**src/rtl/inst_fetch_unit.sv**
```systemverilog
// Multi-cycle instruction fetch stage: PC, fetch-address register, and IR behind a req/ready port.
// Optional fetch watchdog is compiled in with `define FETCH_TIMEOUT_EN.
module inst_fetch_unit #(
    parameter int unsigned     XLEN           = 32,
    parameter logic [XLEN-1:0] RESET_PC       = 32'h0000_0000,
    parameter logic [XLEN-1:0] NOP_INST       = 32'h0000_0013,
    parameter int unsigned     TIMEOUT_CYCLES = 16
) (
    input  logic            i_clk,
    input  logic            i_rst,
    input  logic            i_fetch_start,
    input  logic            i_pc_we,
    input  logic [XLEN-1:0] i_pc_next,
    output logic            o_mem_req,
    output logic [XLEN-1:0] o_mem_addr,
    input  logic [XLEN-1:0] i_mem_rdata,
    input  logic            i_mem_ready,
    output logic [XLEN-1:0] o_inst,
    output logic            o_inst_valid,
    output logic [XLEN-1:0] o_pc_out,
    output logic [XLEN-1:0] o_pc_plus4,
    output logic            o_busy,
    output logic            o_misalign,
    output logic            o_timeout_err
);

    typedef enum logic [1:0] {
        StIdle  = 2'd0,
        StFetch = 2'd1,
`ifdef FETCH_TIMEOUT_EN
        StErr   = 2'd3,
`endif
        StDone  = 2'd2
    } state_e;

    state_e          r_state;
    state_e          w_state_next;
    logic [XLEN-1:0] r_pc;
    logic [XLEN-1:0] r_fetch_addr;
    logic [XLEN-1:0] r_inst;
    logic            r_mem_req;
    logic            r_inst_valid;
    logic            r_misalign;
    logic            w_fetch_go;
    logic            w_misalign_hit;
    logic            w_capture;
    logic            w_wait_limit;

    assign w_fetch_go     = (r_state == StIdle) && i_fetch_start && (r_pc[1:0] == 2'b00);
    assign w_misalign_hit = (r_state == StIdle) && i_fetch_start && (r_pc[1:0] != 2'b00);
    assign w_capture      = (r_state == StFetch) && i_mem_ready;

    always_comb begin
        w_state_next = r_state;
        case (r_state)
            StIdle: begin
                if (w_fetch_go) begin
                    w_state_next = StFetch;
                end
            end
            StFetch: begin
                // Ready on the limit edge wins over the timeout.
                if (i_mem_ready) begin
                    w_state_next = StDone;
                end
`ifdef FETCH_TIMEOUT_EN
                else if (w_wait_limit) begin
                    w_state_next = StErr;
                end
`endif
            end
            StDone: begin
                w_state_next = StIdle;
            end
`ifdef FETCH_TIMEOUT_EN
            StErr: begin
                w_state_next = StErr;
            end
`endif
            default: begin
                w_state_next = StIdle;
            end
        endcase
    end

    always_ff @(posedge i_clk) begin
        if (i_rst) begin
            r_state      <= StIdle;
            r_pc         <= RESET_PC;
            r_fetch_addr <= RESET_PC;
            r_inst       <= NOP_INST;
            r_mem_req    <= 1'b0;
            r_inst_valid <= 1'b0;
            r_misalign   <= 1'b0;
        end else begin
            r_state <= w_state_next;
            if (i_pc_we) begin
                r_pc <= i_pc_next;
            end
            // The fetch address is decoupled from the PC so PC writes never disturb a fetch.
            if (w_fetch_go) begin
                r_fetch_addr <= r_pc;
            end
            if (w_capture) begin
                r_inst <= i_mem_rdata;
            end
            r_mem_req    <= (w_state_next == StFetch);
            r_inst_valid <= (w_state_next == StDone);
            r_misalign   <= w_misalign_hit;
        end
    end

`ifdef FETCH_TIMEOUT_EN
    localparam int unsigned CntW = $clog2(TIMEOUT_CYCLES + 1);

    logic [CntW-1:0] r_wait_cnt;
    logic            r_timeout_err;

    assign w_wait_limit = (r_state == StFetch) && !i_mem_ready &&
                          (r_wait_cnt == CntW'(TIMEOUT_CYCLES - 1));

    always_ff @(posedge i_clk) begin
        if (i_rst) begin
            r_wait_cnt    <= '0;
            r_timeout_err <= 1'b0;
        end else begin
            if (w_fetch_go) begin
                r_wait_cnt <= '0;
            end else if ((r_state == StFetch) && !i_mem_ready) begin
                r_wait_cnt <= r_wait_cnt + 1'b1;
            end
            if (w_state_next == StErr) begin
                r_timeout_err <= 1'b1;
            end
        end
    end

    assign o_timeout_err = r_timeout_err;
`else
    logic w_unused_timeout;

    assign w_wait_limit     = 1'b0;
    assign w_unused_timeout = w_wait_limit | (|TIMEOUT_CYCLES);
    assign o_timeout_err    = 1'b0;
`endif

    assign o_mem_req    = r_mem_req;
    assign o_mem_addr   = r_fetch_addr;
    assign o_inst       = r_inst;
    assign o_inst_valid = r_inst_valid;
    assign o_pc_out     = r_pc;
    assign o_pc_plus4   = r_pc + XLEN'(4);
    assign o_busy       = (r_state != StIdle);
    assign o_misalign   = r_misalign;

endmodule

```
**config.mk**
```make
export PLATFORM = sky130hd
export DESIGN_NAME = inst_fetch_unit
export DESIGN_NICKNAME = d
export VERILOG_FILES = /design/src/rtl/inst_fetch_unit.sv
export SDC_FILE = /design/constraint.sdc
export NUM_CORES = 1
export LEC_CHECK = 0
export BUFFER_PORTS_ARGS = -buffer_cell sky130_fd_sc_hd__buf_2
export CAP_MARGIN = 20
export CORE_ASPECT_RATIO = 2
export CORE_UTILIZATION = 49
export CTS_CLUSTER_DIAMETER = 50
export DETAILED_ROUTE_END_ITERATION = 6
export GPL_TIMING_DRIVEN = 0
export PLACE_DENSITY = 0.85
export SETUP_SLACK_MARGIN = 0.15
export SLEW_MARGIN = 20
export SYNTH_ARGS = -nofsm -noshare
export SYNTH_HDL_FRONTEND = slang
export SYNTH_SLANG_ARGS = --single-unit
```
**constraint.sdc**
```tcl
create_clock -name i_clk -period 4.8 [get_ports i_clk]
set_clock_uncertainty 0.05 [all_clocks]
set_input_delay 0.72 -clock i_clk [delete_from_list [all_inputs] [get_ports i_clk]]
set_output_delay 0.72 -clock i_clk [all_outputs]
set_load 0.01 [all_outputs]
```
# Word-level counts from Yosys, hierarchy flattened
# Index checks and enable logic that the tools add are counted.
# totals
reg_bits,101
inputBits,69
elab_cells,22
# op_classes
add_sub_neg,1
eq_ne,3
n_mux,3
reduce_logical,8
# ops
cell,count
$add 32x3->32 const B,1
$eq 2x1->1 const B,2
$logic_and 1x1->1,4
$logic_not 2->1,2
$mux 2,2
$pmux 2 s2,1
$reduce_bool 2->1,2
$eq 2x2->1 const B,1

# Longest topological paths before layout
# logic_depth
ltp_word,6
depth_mapped,6
ltp_nobuf,5

# Worst setup path before layout
# No wires, ideal clock.
# synth_timing
path_type,reg-to-output
start,register r_pc[2] (netlist: o_pc_out[2])
end,output o_pc_plus4[18]
arrival_time_ns,1.532
required_ns,4.030
slack_ns,2.498
path_stages_with_launch,6
path_buffers,0
path_cell_list,dfxtp_1 > ha_1 > and3_1 > nand4_4 > nor3_1 > xor2_1
# synth_via
elab_chain_cells,1
# synth_lines
element,line_no,text
"start, declared",38,logic [XLEN-1:0] r_pc;
"start signal, assigned",98,r_pc <= i_pc_next;
$add 32x3->32,152,assign o_pc_plus4 = r_pc + XLEN'(4);
"end, declared",21,"output logic [XLEN-1:0] o_pc_plus4,"
# No other way between the ends.

# Worst setup path in the final report
# layout_timing
start,register r_pc[2] (netlist: o_pc_out[2])
end,output o_pc_plus4[26]
# The elaborated chain is that of the path after synthesis.

==> PnR_summary.wiki <==
{| class="wikitable"
! Metric !! Value
|-
| Run status || finished clean
|-
| Post-Route Hold Slack || 0.3997 ns
|-
| Startpoint types || flip-flop
|-
| X dimension of the die || 66.74 microns
|-
| Critical path fanouts, max || 9
|-
| Gate family responsible for the most delay along the worst path || simple AND/OR/NAND/NOR gates
|-
| Worst setup path start || o_pc_out[2]
|-
| Clock buffers created by TritonCTS || 9
|-
| Seq/Total Area, Yosys || 49.22%
|-
| CTS resizes || 0
|-
| Die outline area || 8775 sq um
|-
| GP Congestion || 0.8646
|-
| Max Fclk || 343.1 MHz
|-
| Clock period minus final worst setup slack || 2.914 ns
|-
| CP Class || flip-flop to output port
|-
| Net count after synthesis || 557
|-
| Final standard cell area without fillers || 5519 sq um
|-
| Number of buffers inserted for hold repair after clock tree synthesis || 0
|-
| Total power after layout || 1.858 mW
|-
| Top Layer Used || met4
|-
| Overall Global Routing Usage || 25.71%
|-
| Buffer type at the clock tree root || sky130_fd_sc_hd__clkbuf_16
|-
| Final core occ || 68.99%
|-
| Number of primary I/O pins || 202
|-
| TritonCTS clock tree || built
|-
| Antenna diodes || 0
|-
| Drt first-iter violations || 170
|-
| Register bit count reported by yosys || 101
|-
| Element type at the critical path end || output port
|-
| Pwr dens || 336.6 nW/um^2
|-
| Setup repair after global routing missed its margin || false
|-
| Highest-delay cell along the critical path || sky130_fd_sc_hd__dfxtp_1
|-
| Final sum of negative setup slack || 0 ns
|-
| DIE HEIGHT || 131.5 microns
|-
| Endpoint of the lowest-slack register-to-register path || o_inst[21]
|-
| Total DRC errors in the routed layout || 0
|-
| Layout cells sized above 1 || 34.00%
|-
| Routed metal-1 wire length || 3.883 mm
|-
| Residual overflow from global routing || 0
|-
| Clock-pin slew on the worst setup and hold paths || 0.07 ns
|-
| Via density || 5.059
|-
| Via count of the first global-routing pass || 3900
|-
| Nets || 766
|-
| Endpoint of the worst setup timing path || o_pc_plus4[26]
|-
| Number of levels in the clock H-tree || 3
|-
| FP Rows || 46
|-
| Effective utilization at floorplan || 51.35%
|-
| Wire length of the first global-routing pass || 17.48 mm
|-
| Buffers added on ports || 198
|-
| Pleak || 2.711 nW
|-
| Number of cells on the worst reg-to-reg path || 5
|-
| Worst reg2reg path startpoint || r_state[1]
|-
| Number of sinks on the clock net || 101
|-
| Number of buffer and inverter stages on the critical path || 1
|-
| Number of antenna violations at the first check in global routing || 0
|-
| Max-slew violations || 0
|-
| Critical-path cell list || ha_1, and3_1, nand4_4, nor4_2, xor2_1, buf_2
|-
| Post-CTS repair timing setup buffer count || 0
|-
| Total iterations of the first detailed-routing run || 4
|-
| WL met2 || 6.300 mm
|-
| Wirelength per Cell || 13.94 microns
|-
| Type of the tightest min-delay check || flip-flop to flip-flop
|-
| Post-Syn Instances || 487
|-
| Post-synthesis average cell area || 8.435 sq um
|-
| Number of vias after detailed routing || 4027
|-
| Area growth from synthesis to layout || 34.36%
|-
| Final HPWL from detailed placement || 8.978 mm
|-
| Syn Std Cell Area || 4108 sq um
|-
| Warning count from the yosys run || 0
|-
| Core Footprint || 8000 sq um
|-
| Post-Place Cell Area || 5219 sq um
|-
| Cell depth of the worst setup path || 6
|-
| Largest voltage drop on the vdd net || 0.2874 mV
|-
| Number of distinct standard cells referenced by the synthesized netlist || 27
|-
| Data required time at the worst endpoint || 4.03 ns
|-
| Crit path arrival time || 2.14 ns
|-
| Maximum number of pins on one net before global-route repair || 17
|-
| Final count of negative-setup-slack endpoints || 0
|-
| Clock insertion delay at the later pin of the skew report || 0.33 ns
|-
| Worst path max stage delay || 0.49 ns
|-
| Setup slack of the worst register-to-register path || 3.25 ns
|-
| Share of the clock period used by the worst path || 60.72%
|-
| Routed WL || 11.10 mm
|-
| Fin. Hold Viols || 0
|-
| Routed met3 length || 599 microns
|-
| Maximum buffer depth of the clock tree || 2
|-
| Number of maximum-capacitance constraint violations || 0
|-
| Number of routed nets with antenna violations || 0
|}
-- synthesized netlist by cell type --
library cell / n / area, sq um
sky130_fd_sc_hd__and4_4: 1 / 11.26
sky130_fd_sc_hd__and4_2: 1 / 10.01
sky130_fd_sc_hd__conb_1: 1 / 3.750
sky130_fd_sc_hd__nor3_2: 4 / 40.04
sky130_fd_sc_hd__xor2_1: 15 / 131.4
sky130_fd_sc_hd__inv_1: 9 / 33.78
sky130_fd_sc_hd__nor4_2: 3 / 37.54
sky130_fd_sc_hd__buf_4: 3 / 22.52
sky130_fd_sc_hd__nor3_1: 9 / 45.04
sky130_fd_sc_hd__and2_1: 2 / 12.51
sky130_fd_sc_hd__xnor2_1: 13 / 113.9
sky130_fd_sc_hd__nand4_4: 3 / 63.81
sky130_fd_sc_hd__buf_2: 9 / 45.04
sky130_fd_sc_hd__dfxtp_1: 101 / 2022
sky130_fd_sc_hd__nand3_1: 8 / 40.04
sky130_fd_sc_hd__nor3b_1: 2 / 15.01
sky130_fd_sc_hd__and4_1: 2 / 17.52
sky130_fd_sc_hd__and3_1: 4 / 25.02
sky130_fd_sc_hd__clkbuf_1: 22 / 82.58
sky130_fd_sc_hd__a21oi_1: 60 / 300.3
sky130_fd_sc_hd__nor2_1: 41 / 153.9
sky130_fd_sc_hd__nand2_1: 135 / 506.7
sky130_fd_sc_hd__nand4_1: 2 / 12.51
sky130_fd_sc_hd__mux2i_1: 32 / 320.3
sky130_fd_sc_hd__ha_1: 1 / 12.51
sky130_fd_sc_hd__nand3b_1: 3 / 22.52
sky130_fd_sc_hd__or2_2: 1 / 6.260
-- cell usage in the layout, fill, tap and decap left out, types with 3 or more instances in the layout --
master and count:
sky130_fd_sc_hd__a21oi_1 60, sky130_fd_sc_hd__and3_1 4, sky130_fd_sc_hd__buf_2 207, sky130_fd_sc_hd__buf_4 3, sky130_fd_sc_hd__clkbuf_1 22, sky130_fd_sc_hd__clkbuf_16 9
sky130_fd_sc_hd__clkinvlp_4 3, sky130_fd_sc_hd__dfxtp_1 101, sky130_fd_sc_hd__inv_1 9, sky130_fd_sc_hd__mux2i_1 32, sky130_fd_sc_hd__nand2_1 135, sky130_fd_sc_hd__nand3_1 8
sky130_fd_sc_hd__nand3b_1 3, sky130_fd_sc_hd__nand4_4 3, sky130_fd_sc_hd__nor2_1 41, sky130_fd_sc_hd__nor3_1 9, sky130_fd_sc_hd__nor3_2 4, sky130_fd_sc_hd__nor4_2 3
sky130_fd_sc_hd__xnor2_1 13, sky130_fd_sc_hd__xor2_1 15
-- worst min path at each step --
stage / from / endpoint / depth (start not counted)
after floorplan: o_inst[10] / o_inst[10] / 2
after global placement: o_inst[6] / o_inst[6] / 2
after detailed placement: o_inst[29] / o_inst[29] / 2
after CTS: o_mem_addr[7] / o_mem_addr[7] / 2
after global routing: o_mem_addr[10] / o_mem_addr[10] / 2
final: o_mem_addr[7] / o_mem_addr[7] / 2
-- state kept, by name (all words and copies together) (netlist names) --
name	flops
o_inst	32
o_mem_addr	32
o_pc_out	32
r_state	2
o_inst_valid	1
o_mem_req	1
o_misalign	1
-- per-stage QoR --
| step | setup slack [ns] | instances |
|---|---|---|
| 6_report | 1.886 | 796 |
| 5_1_grt | 1.755 | 796 |
| 4_1_cts | 1.853 | 796 |
| 3_5_place_dp | 2.227 | 781 |
| 3_3_place_gp | 2.229 | 781 |
| 2_1_floorplan | 2.498 | 487 |
-- worst min-delay path, delay by kind of cell (launching register included) --
family	cells	cell delay, ns
AOI/OAI and AO/OA	1	0.05
DFF	1	0.30
and+or+nand+nor	1	0.05
-- cells by family after synthesis --
logic type	after synthesis	share of synthesized area, %
AOI/OAI and AO/OA	60	7.310
xor gates and xnor gates	28	5.970
adders and majority gates	1	0.3046
buffers and inverters	43	4.477
DFF	101	49.22
muxes	32	7.798
other	1	0.09129
and+or+nand+nor	221	24.82
-- routing by layer --
layer  up-vias  track usage [%]
li1       1999                -
met1      1843            24.23
met2       161            49.33
met3        24            5.556
met4         0            11.23
met5         -                0
-- layout make-up --
type | instances | area [sq um]
Tap cell | 96 | 120.1
Inverter | 9 | 33.78
Timing Repair Buffer | 198 | 991.0
Buffer | 34 | 150.1
Fill cell | 646 | 2481
Clock buffer | 10 | 239.0
Sequential cell | 101 | 2022
Multi-Input combinational cell | 343 | 1902
Clock inverter | 5 | 61.31
-- where the power goes --
group	total, mW	internal [mW]	leakage, nW	switching, mW
combinational	0.233	0.0999	1.75	0.133
clock	0.712	0.416	0.137	0.296
sequential	0.914	0.875	0.824	0.0387
Note: power is estimated with default switching activity, not from simulation.
